==> src/rtl/uart_pkg.sv <==
// Shared constants and the transmitter state type for the buffered UART.
package uart_pkg;

    localparam logic [31:0] UART_ADDR            = 32'h1000_0000;
    localparam int          DEFAULT_CLKS_PER_BIT = 868;

    typedef enum logic [1:0] {
        IDLE  = 2'd0,
        START = 2'd1,
        DATA  = 2'd2,
        STOP  = 2'd3
    } uart_tx_state_t;

endpackage

==> src/rtl/sync_fifo.sv <==
// Synchronous circular-buffer FIFO with registered pointers and occupancy count.
module sync_fifo #(
    parameter int WIDTH = 8,
    parameter int DEPTH = 16
) (
    input  logic                     clk,
    input  logic                     rst,
    input  logic                     push,
    input  logic                     pop,
    input  logic [WIDTH-1:0]         din,
    output logic [WIDTH-1:0]         dout,
    output logic                     full,
    output logic                     empty,
    output logic [$clog2(DEPTH):0]   count
);

    localparam int AW = $clog2(DEPTH);
    localparam int CW = AW + 1;
    localparam logic [CW-1:0] FULL_COUNT = CW'(DEPTH);

    logic [WIDTH-1:0] mem_q [DEPTH];
    logic [AW-1:0]    wr_ptr_q, wr_ptr_d;
    logic [AW-1:0]    rd_ptr_q, rd_ptr_d;
    logic [CW-1:0]    count_q, count_d;
    logic             do_push;
    logic             do_pop;

    assign full    = (count_q == FULL_COUNT);
    assign empty   = (count_q == '0);
    assign count   = count_q;
    assign dout    = mem_q[rd_ptr_q];
    assign do_push = push && !full;
    assign do_pop  = pop && !empty;

    // Pointers are AW bits wide, so increments wrap modulo DEPTH for free.
    always_comb begin
        wr_ptr_d = wr_ptr_q;
        rd_ptr_d = rd_ptr_q;
        count_d  = count_q;
        if (do_push) wr_ptr_d = wr_ptr_q + 1'b1;
        if (do_pop)  rd_ptr_d = rd_ptr_q + 1'b1;
        case ({do_push, do_pop})
            2'b10:   count_d = count_q + 1'b1;
            2'b01:   count_d = count_q - 1'b1;
            default: count_d = count_q;
        endcase
    end

    always_ff @(posedge clk) begin
        if (rst) begin
            wr_ptr_q <= '0;
            rd_ptr_q <= '0;
            count_q  <= '0;
        end else begin
            wr_ptr_q <= wr_ptr_d;
            rd_ptr_q <= rd_ptr_d;
            count_q  <= count_d;
        end
    end

    always_ff @(posedge clk) begin
        if (do_push) mem_q[wr_ptr_q] <= din;
    end

endmodule

==> src/rtl/uart_tx_buffered.sv <==
// Buffered 8N1 UART transmitter: byte FIFO feeding a registered-output serialiser.
module uart_tx_buffered
    import uart_pkg::*;
#(
    parameter int CLKS_PER_BIT = DEFAULT_CLKS_PER_BIT,
    parameter int DEPTH        = 16
) (
    input  logic                   sysclk,
    input  logic                   rst,
    input  logic                   wr_en,
    input  logic [7:0]             wr_data,
    output logic                   uart_tx,
    output logic                   full,
    output logic                   empty,
    output logic [$clog2(DEPTH):0] count,
    output logic                   busy,
    output logic                   overflow
);

    localparam int BW = $clog2(CLKS_PER_BIT);
    localparam logic [BW-1:0] BAUD_MAX = BW'(CLKS_PER_BIT - 1);

    uart_tx_state_t state_q, state_d;
    logic [BW-1:0]  baud_q, baud_d;
    logic [2:0]     bitcnt_q, bitcnt_d;
    logic [7:0]     shreg_q, shreg_d;
    logic           tx_q, tx_d;
    logic           overflow_q, overflow_d;
    logic           fifo_pop;
    logic [7:0]     fifo_dout;
    logic           last_tick;

    sync_fifo #(
        .WIDTH (8),
        .DEPTH (DEPTH)
    ) u_fifo (
        .clk   (sysclk),
        .rst   (rst),
        .push  (wr_en),
        .pop   (fifo_pop),
        .din   (wr_data),
        .dout  (fifo_dout),
        .full  (full),
        .empty (empty),
        .count (count)
    );

    assign uart_tx   = tx_q;
    assign busy      = (state_q != IDLE);
    assign overflow  = overflow_q;
    assign last_tick = (baud_q == BAUD_MAX);

    always_comb begin
        overflow_d = overflow_q || (wr_en && full);
    end

    // Next-state logic; the STOP final cycle may reload directly so frames abut.
    always_comb begin
        state_d  = state_q;
        baud_d   = baud_q;
        bitcnt_d = bitcnt_q;
        shreg_d  = shreg_q;
        fifo_pop = 1'b0;
        case (state_q)
            IDLE: begin
                if (!empty) begin
                    fifo_pop = 1'b1;
                    shreg_d  = fifo_dout;
                    bitcnt_d = '0;
                    baud_d   = '0;
                    state_d  = START;
                end
            end
            START: begin
                if (last_tick) begin
                    baud_d  = '0;
                    state_d = DATA;
                end else begin
                    baud_d = baud_q + 1'b1;
                end
            end
            DATA: begin
                if (last_tick) begin
                    baud_d   = '0;
                    shreg_d  = {1'b0, shreg_q[7:1]};
                    bitcnt_d = bitcnt_q + 1'b1;
                    if (bitcnt_q == 3'd7) state_d = STOP;
                end else begin
                    baud_d = baud_q + 1'b1;
                end
            end
            STOP: begin
                if (last_tick) begin
                    baud_d = '0;
                    if (!empty) begin
                        fifo_pop = 1'b1;
                        shreg_d  = fifo_dout;
                        bitcnt_d = '0;
                        state_d  = START;
                    end else begin
                        state_d = IDLE;
                    end
                end else begin
                    baud_d = baud_q + 1'b1;
                end
            end
            default: state_d = IDLE;
        endcase
    end

    // Line level is computed from the next state so the pin itself is a flop.
    always_comb begin
        case (state_d)
            START:   tx_d = 1'b0;
            DATA:    tx_d = shreg_d[0];
            default: tx_d = 1'b1;
        endcase
    end

    always_ff @(posedge sysclk) begin
        if (rst) begin
            state_q    <= IDLE;
            baud_q     <= '0;
            bitcnt_q   <= '0;
            shreg_q    <= '0;
            tx_q       <= 1'b1;
            overflow_q <= 1'b0;
        end else begin
            state_q    <= state_d;
            baud_q     <= baud_d;
            bitcnt_q   <= bitcnt_d;
            shreg_q    <= shreg_d;
            tx_q       <= tx_d;
            overflow_q <= overflow_d;
        end
    end

endmodule

==> config.mk <==
export PLATFORM = sky130hd
export DESIGN_NAME = uart_tx_buffered
export DESIGN_NICKNAME = d
export VERILOG_FILES = /design/src/rtl/uart_pkg.sv /design/src/rtl/sync_fifo.sv /design/src/rtl/uart_tx_buffered.sv
export SDC_FILE = /design/constraint.sdc
export NUM_CORES = 1
export LEC_CHECK = 0
export ABC_AREA = 1
export BUFFER_PORTS_ARGS = -buffer_cell sky130_fd_sc_hd__buf_2
export CAP_MARGIN = 10
export CORE_MARGIN = 1.5
export CORE_UTILIZATION = 35
export DETAILED_ROUTE_END_ITERATION = 16
export PLACE_DENSITY = 0.6
export SETUP_SLACK_MARGIN = 0.5
export SYNTH_ARGS = -nofsm -noshare
export SYNTH_HDL_FRONTEND = slang
export SYNTH_SLANG_ARGS = --single-unit
==> constraint.sdc <==
create_clock -name sysclk -period 6.7 [get_ports sysclk]
set_clock_uncertainty 0.1 [all_clocks]
set_input_delay 1.34 -clock sysclk [delete_from_list [all_inputs] [get_ports sysclk]]
set_output_delay 1.34 -clock sysclk [all_outputs]
set_load 0.02 [all_outputs]
Word level (Yosys, flattened, before mapping)
Memory sizes are Yosys's and may differ from the RTL's. A register that Yosys moved wholly into a read port is not among the register bits.
Index checks and enable logic that the tools add are counted.
{"block": "classes", "n_reduce_logical": 13, "muxes": 27, "n_eq_ne": 13, "n_addsub": 6}
{"op": "$mux 8", "n": 3}
{"op": "$pmux 8 s3", "n": 1}
{"op": "$mux 10", "n": 2}
{"op": "$pmux 10 s2", "n": 1}
{"op": "$add 10x1->10 const B", "n": 1}
{"op": "$eq 10x10->1 const B", "n": 1}
{"op": "$mux 2", "n": 5}
{"op": "$pmux 5 s2", "n": 1}
{"op": "$mux 3", "n": 3}
{"op": "$pmux 3 s3", "n": 1}
{"op": "$add 4x1->4 const B", "n": 2}
{"op": "$eq 2x2->1 const B", "n": 4}
{"op": "$mux 4", "n": 2}
{"op": "$pmux 2 s4", "n": 1}
{"op": "$eq 2x1->1 const B", "n": 3}
{"op": "$ne 2x2->1 const B", "n": 3}
{"op": "$add 5x1->5 const B", "n": 1}
{"op": "$eq 5x5->1 const B", "n": 1}
{"op": "$logic_not 5->1", "n": 1}
{"op": "$mux 1", "n": 5}
{"op": "$sub 5x1->5 const B", "n": 1}
{"op": "$pmux 1 s2", "n": 2}
{"op": "$reduce_bool 2->1", "n": 2}
{"op": "$add 3x1->3 const B", "n": 1}
{"op": "other kinds (8)", "n": 11}
{"block": "totals", "in_bits": 11, "ramBits": 128, "regBits": 38, "output_inout_bits": 10, "mem_count": 1, "wordCells": 70}
{"memory": "u_fifo.mem_q", "depth": 16, "width": 8, "read_ports": 1, "rd_ports_with_merged_regs": 1, "wr": 1, "line_no": "sync_fifo.sv:21", "text": "logic [WIDTH-1:0] mem_q [DEPTH];"}

Depth between registers and ports, before layout
Gate-level depths: netlist of run 1.
{"block": "logic_depth", "word_depth": 7, "mapped_depth": 18, "ltp_nobuf": 18}

Modules after synthesis
A second synthesis of run 1 with hierarchy kept.
{"block": "hier_totals", "hier_cells": 686, "hier_area_um2": 7598.5}
{"module": "sync_fifo", "area_each_um2": 6067.1, "n_inst": 1, "seq_area_each_um2": 4184.0, "cells_per_inst": 474}
{"module": "uart_tx_buffered", "area_each_um2": 1531.5, "n_inst": 1, "seq_area_each_um2": 500.5, "cells_per_inst": 212}

Worst setup path before layout of run 1
Ideal clock, no wire load.
{"block": "synth_path", "path_kind": "reg-to-reg", "startpoint": "reg state_q[1]", "endpoint": "reg u_fifo.count_q[4] (netlist: u_fifo.count[4])", "setup_ns": 0.070, "synth_period_minus_slack_ns": 3.028, "n_path_buf": 0, "arrival_time_ns": 2.858, "t_required_ns": 6.530, "path_slack_ns": 3.672, "path_stages_with_launch": 18, "cell_sequence": "dfxtp_1 > inv_1 > ha_1 > inv_1 > nand2_1 > nand3_4 > nor2_8 > ha_1 > xor2_1 > ha_1 > inv_1 > nand2_1 > nand2_1 > o21ai_0 > or2_2 > nand2_1 > o21ai_0 > a21oi_1"}
{"block": "synth_between", "elab_chain_cells": 5, "word_cells_on_any_way": 8, "classes_between": "eq/ne: 3; mux: 2; reduce/logical: 3"}
{"element": "start: declaration", "line_no": "uart_tx_buffered.sv:23", "text": "uart_tx_state_t state_q, state_d;"}
{"element": "start signal: assignment", "line_no": "uart_tx_buffered.sv:129", "text": "state_q <= state_d;"}
{"element": "$eq 2x2->1 / $logic_not 2->1 (equally long branches)", "line_no": "uart_tx_buffered.sv:64", "text": "case (state_q)"}
{"element": "$pmux 1 s2 (*)", "line_no": "uart_tx_buffered.sv:64"}
{"element": "$logic_and 1x1->1 (*)", "line_no": "sync_fifo.sv:33", "text": "assign do_pop = pop && !empty;"}
{"element": "$eq 2x1->1 / $eq 2x2->1 (equally long branches)", "line_no": "sync_fifo.sv:42", "text": "case ({do_push, do_pop})"}
{"element": "$pmux 5 s2 / $reduce_bool 2->1 (equally long branches)"}
{"element": "end signal: assignment", "line_no": "sync_fifo.sv:57", "text": "count_q <= count_d;"}
{"element": "end: declaration", "line_no": "sync_fifo.sv:24", "text": "logic [CW-1:0] count_q, count_d;"}
Every way passes the cells marked *; elsewhere a longest branch is shown, timed or not.
A chain may end at the register's enable or synchronous reset.

Worst setup path after layout of run 1
{"block": "layout_path", "startpoint": "reg state_q[0]", "endpoint": "reg u_fifo.count_q[4] (netlist: u_fifo.count[4])"}
The elaborated chain is that of the path after synthesis.

==> metrics.yaml, run 1 <==
hpwlAfterDp_um: 10300
crit_fanout: 10
final_common_cell: "nand2_1"
cts_resized: 0
dr.pass1.iters: 5
hold_buffers: 0
start_util_pct: 35.6
drc: 0
fin_crit_sh_pct: 47.9
grt_max_degree: 67
grt_pass1_vias: 4986
wire_per_inst_um: 14.5
required_ns: 6.96
path_cells: "inv_1 > ha_1 > inv_1 > nand2_1 > nand3_4 > nor2_8 > ha_1 > xor2_1 > ha_1 > inv_1 > nand2_1 > nand2_1 > o21ai_0 > or2_2 > nand2_1 > o21ai_0 > a21oi_1"
ys_seq_elements: 170
place_area_um2: 8080
track_usage_pct: 15.2
die_area_um2: 23000
io_pins: 21
design_area_um2: 8650
drv_slew: 0
drive_gt1_share_pct: 8.90
fin_tns_setup_ns: 0
first_iter_violations: 388
wl_met1_um: 7420
synth_compound_area_share_pct: 5.96
yosys_warnings: 0
htree_levels: 4
areaGrowthSynthToFinish_pct: 11.6
die_x_um: 152
num_rows: 54
start_kind: "flip-flop"
wl_met2_um: 8010
clockRootBuffer: "clkbuf_16"
synth-seq-area-share_pct: 60.5
yosys.area_share.adder_pct: 2.58
avgSynthCellArea_um2: 9.35
power_density_nw_per_um2: 362
final_cell_mix: "nand2_1, edfxtp_1, inv_1"
dr_wl_met3_um: 724
finalNetCount: 868
vias: 5449
synth_top_family_by_area: "simple AND/OR/NAND/NOR gates"
vdd_drop_max_mv: 0.213
holdCritPathClass: "reg2reg"
cp-end-kind: "flip-flop"
port_buffers: 20
place.gp.congestion: 0.741
slowest_stage: "dfxtp_1"
status: "finished clean"
clk_transition_reported_paths_ns: 0.07
dieHeight_um: 152
syn-num-nets: 855
synth_mux_area_share_pct: 0
slew_headroom_pct: 25.1
cpPeakStageDelay_ns: 0.42
crit_type: "reg2reg"
antenna_found_initial: 0
clock_latency_ns: 0.43
clock_path_buffers: 2
crit_path_frequent_cell: "nand2_1"
cts_tree: "yes"
p_leak_nw: 3.51
ys_types: 34
cts_setup_buffers: 0
core-area_um2: 21800
setup_violations: 0
grt_pass1_wl_um: 26400
fmax_ghz: 0.312
rsz0062_at_grt: "false"
synthCells: 828
arrival_ns: 3.47
dr.max_layer_used: "met4"
fin_crit_ns: 3.21
detail-route-antenna-nets: 0
synth-simple-area-share_pct: 23.8
drt-total-wl_um: 16400
worst_slew_pin_slew_ns: 1.12
synth-xor-area-share_pct: 0.679
hold_viol: 0
max-cap-violations: 0
cts_made_buffers: 17
clock_sinks: 170
netlist_area_um2: 7740
routed_via_density: 4.81
n_antenna_cell: 0
grt-ovfl-total: 0
path summary, 6_finish.rpt:
kind	start	end	slack, ns	cells past startpoint
worst max-delay path	state_q[0]	u_fifo.count[4]	3.49	17
worst min-delay path	overflow	overflow	0.37	2
worst max register to register	state_q[0]	u_fifo.count[4]	3.49	17
worst min register to register	overflow	overflow	0.37	2
worst max-delay path, delay by kind of cell, from the launching register on:
family          cells  cell delay (ns)
compound gates      3             0.28
xor+xnor            1             0.18
fa+ha+maj           3             0.68
buf+inv             3             0.47
flops               1             0.42
simple gates        7             1.02
cell families (layout without fill, tap and decap cells):
logic type      after synthesis  in the layout
compound gates               82             82
xor+xnor                      6              6
fa+ha+maj                    16             16
buf+inv                     125            151
flops                       170            170
simple gates                429            429
per-layer routing:
| metal | global-route usage (%) | up-vias |
|---|---|---|
| met2 | 24.5 | 135 |
| met1 | 20.2 | 2547 |
| met4 | 5.67 | 0 |
| met5 | 0 | - |
| li1 | - | 2748 |
| met3 | 3.20 | 19 |
power breakdown:
group	internal (W)	switching [W]	leakage [nW]
logic	0.000288	0.000642	1.72
clock network	0.000496	0.000454	0.283
registers	0.00120	0.0000512	1.50
cell type report:
cell class                      instances  area [um^2]
Clock buffer                           17          425
Clock inverter                         15          145
Fill cell                            2165        13100
Inverter                               97          364
Multi-Input combinational cell        533         2560
Sequential cell                       170         4690
Tap cell                              280          350
Timing Repair Buffer                   22          115
state kept, by name, indices dropped and copies added, names as in the netlist, named ones only:
| register | cells |
|---|---|
| u_fifo.rd_ptr_q | 4 |
| overflow | 1 |
| baud_q | 10 |
| uart_tx | 1 |
| bitcnt_q | 3 |
| state_q | 2 |
| shreg_q | 8 |
| u_fifo.mem_q | 128 |
| u_fifo.wr_ptr_q | 4 |
| u_fifo.count | 5 |
stage by stage:
stage | total power, W | hold slack [ns] | setup slack [ns] | utilization, % | instances
2_1_floorplan | 0.00199 | 0.332 | 3.67 | - | 828
6_report | 0.00313 | 0.365 | 3.49 | 39.7 | 1134
3_5_place_dp | 0.00221 | 0.356 | 3.49 | 37.1 | 1102
5_1_grt | 0.00333 | 0.399 | 3.14 | 39.7 | 1134
3_3_place_gp | 0.00221 | 0.348 | 3.49 | 37.1 | 1102
4_1_cts | 0.00316 | 0.371 | 3.49 | 39.7 | 1134
cell usage after synthesis:
master      n  area share (%)
xor2_1      3            0.34
ha_1       16             2.6
nand2_2     3            0.24
nor2_1     85             4.1
a21oi_1    32             2.1
nand2_4     2            0.29
nor3_4      1            0.21
a32oi_1     2            0.23
inv_1      94             4.6
a211oi_2    2            0.32
nand3_2     2            0.26
o211ai_1    8            0.78
nor2_2      1           0.081
nand4_1     2            0.16
nand3_4     2            0.45
buf_1       1           0.048
or2_2       1           0.081
o21ai_0    34             2.2
nand3_1    86             5.6
buf_6       1            0.15
nor2_8      2            0.52
o21ai_2     1            0.11
edfxtp_1  128              50
xnor2_1     3            0.34
o21ai_1     1           0.065
nor3_1      2            0.13
nand2_1   239              12
o21a_1      2            0.19
clkbuf_1   11            0.53
inv_2       3            0.15
nor2_4      1            0.15
buf_2      13            0.84
buf_4       2            0.19
dfxtp_1    42              11
Note: power is estimated with default switching activity, not from simulation.
==> inputs of run 2 (changes only) <==
==> constraint.sdc (replaced) <==
create_clock -name sysclk -period 3.4 [get_ports sysclk]
set_clock_uncertainty 0.1 [all_clocks]
set_input_delay 0.68 -clock sysclk [delete_from_list [all_inputs] [get_ports sysclk]]
set_output_delay 0.68 -clock sysclk [all_outputs]
set_load 0.02 [all_outputs]
==> metrics.yaml, run 2 (synthesized netlist as in run 1, its figures left out) <==
status: "finished clean"
clock_power_share_pct: 29.0  # -1.4 points
drv_slew: 0  # unchanged
clock_latency_ns: 0.44  # about the same
r2r_start: "state_q[0]"
largest_reg_flops: 128  # unchanged
pwr-share-comb_pct: 31.6  # +1.9 points
crit_type: "reg2reg"
port_buffers: 20  # unchanged
cts_tree: "yes"
finalPower_w: 0.00629  # +100%
start_kind: "flip-flop"
rsz0062_at_grt: "false"
final_common_cell: "nand2_1"
start_util_pct: 35.6  # unchanged
seq_power_share_pct: 39.4  # -0.6 points
vdd_drop_max_mv: 0.358  # +68%
htree_levels: 4  # unchanged
hold_viol: 0  # unchanged
dr.pass1.iters: 4  # -1
slew_headroom_pct: 29.4  # +4.3 points
fin_crit_ns: 2.70  # -0.505 ns
power_density_nw_per_um2: 716  # +98%
p_switching_w: 0.00223  # +95%
worst_slew_pin_slew_ns: 1.06  # -0.0646 ns
finalNetCount: 879  # +1.3%
setup_violations: 0  # unchanged
drc: 0  # unchanged
max-cap-violations: 0  # unchanged
core-area_um2: 21800  # unchanged
place_ws_ns: 0.244  # -3.24 ns
r2r_cells: 17  # unchanged
clk_transition_reported_paths_ns: 0.06  # about the same
grt-ovfl-total: 0  # unchanged
crit_path_frequent_cell: "nand2_1"
num-fill-cells: 2132  # -1.5%
final_cell_mix: "nand2_1, edfxtp_1, inv_1"
setup_ws_ns: 0.699  # -2.79 ns
crit_fanout: 6  # -4
dieHeight_um: 152  # unchanged
holdCritPathClass: "reg2reg"
top_register: "u_fifo.mem_q"
grt_max_degree: 66  # -1.5%
wire_per_inst_um: 15.2  # +4.9%
routed_via_density: 4.77  # -0.78%
reg2reg_to: "u_fifo.count[4]"
fin_tns_setup_ns: 0  # unchanged
vias: 5459  # +0.18%
clockRootBuffer: "clkbuf_16"
ff2ff_setup_slack_ns: 0.70  # -2.79 ns
die_x_um: 152  # unchanged
hold_path_depth: 2  # unchanged
cp-end-kind: "flip-flop"
cts_made_buffers: 17  # unchanged
holdCritStartpoint: "overflow"
track_usage_pct: 16.0  # +0.80 points
die_area_um2: 23000  # unchanged
grt_pass1_wl_um: 27500  # +4.4%
drive_gt1_share_pct: 11.2  # +2.3 points
num_rows: 54  # unchanged
fin_crit_sh_pct: 79.5  # +32 points
grt_pass1_vias: 5156  # +3.4%
top_regs: "u_fifo.mem_q: 128 flops, baud_q: 10 flops, shreg_q: 8 flops"
cpPeakStageDelay_ns: 0.36  # -0.06 ns
p_int_w: 0.00405  # +100%
n_antenna_cell: 0  # unchanged
hold_end: "overflow"
critical-path-top-delay-family: "simple AND/OR/NAND/NOR gates"
antenna_found_initial: 0  # unchanged
arrival_ns: 2.97  # -0.50 ns
areaGrowthSynthToFinish_pct: 13.3
clock_path_buffers: 2  # unchanged
first_iter_violations: 453  # +17%
required_ns: 3.67  # -3.29 ns
p_sw_share_pct: 35.5  # -1.1 points
io_pins: 21  # unchanged
drt-total-wl_um: 17400  # +5.9%
clock_sinks: 170  # unchanged
place.gp.congestion: 0.838  # +13%
path_cells: "inv_2 > ha_2 > clkinvlp_4 > nand2_4 > nand3_4 > nor2_8 > ha_4 > xor2_2 > ha_1 > inv_1 > nand2_1 > nand2_1 > o21ai_2 > or2_2 > nand2_1 > o21ai_0 > a21oi_1"
hpwlAfterDp_um: 11000  # +6.2%
fmax_ghz: 0.370  # +19%
critPathBufInv: 3  # unchanged
p_leak_nw: 3.56  # +1.5%
slowest_stage: "dfxtp_1"
detail-route-antenna-nets: 0  # unchanged
## run 2: cell types whose count changed in the layout (fill, tap and decap cells not counted), sizes merged
cell / before / now
buf: 22 / 33
inv: 107 / 101
clkbuf: 17 / 22
clkinv: 4 / 5
## run 2: stage by stage
stage / hold slack (ns) / utilization [%] / area (um^2) / cells
final: 0.367 / 40.3 / 8770 / 1145
after global routing: 0.406 / 40.3 / 8770 / 1145
after CTS: 0.372 / 40.1 / 8730 / 1143
after detailed placement: 0.356 / 37.4 / 8130 / 1108
after global placement: 0.345 / 37.4 / 8130 / 1108
after floorplan: 0.332 / - / 7760 / 828
## run 2: cell type report
type                       instances  area [um^2]  share of cell area (%)
clock buffer                      22          495                    5.65
clock inverter                    10         63.8                   0.727
inverter                          97          370                    4.22
multi-input combinational        533         2610                    29.7
sequential                       170         4690                    53.4
tap                              280          350                    3.99
timing repair buffer              33          198                    2.25
## run 2: layer usage
layer	up-vias	track usage [%]	wire length (um)
met2	83	26.8	8670
met5	-	0	0
met4	0	4.90	234
met3	21	3.29	618
li1	2770	-	-
met1	2585	20.9	7900
## run 2: worst min-delay path, stage by stage, from the launching register on
cell     delay [ns]
dfxtp_1        0.33
a21oi_1        0.04
nor2_1         0.07
## run 2: worst max-delay path by stage
stage | start | end | slack, ns | cells after the start
3_5_place_dp | baud_q[1] | u_fifo.count[4] | 0.24 | 18
4_1_cts | baud_q[1] | u_fifo.count[4] | 0.53 | 18
6_report | state_q[0] | u_fifo.count[4] | 0.70 | 17
5_1_grt | baud_q[1] | u_fifo.count[4] | 0.50 | 18
3_3_place_gp | baud_q[0] | u_fifo.count[4] | 0.31 | 18
2_1_floorplan | state_q[1] | u_fifo.count[4] | 0.50 | 17
## run 2: repair_timing
item	in CTS	in global routing
hold buffers	0	0
pin swaps	1	1
setup buffers	3	2
endpoints found under the setup margin	1	1
gates resized for setup	4	11
## run 2: power groups by stage
stage | Clock [W] | Combinational, W | Sequential, W
finish | 0.00182 | 0.00199 | 0.00248
global route | 0.00194 | 0.00226 | 0.00249
CTS | 0.00184 | 0.00196 | 0.00247
detailed placement | 0 | 0.00190 | 0.00251
global placement | 0 | 0.00188 | 0.00251
floorplan | 0 | 0.00141 | 0.00253
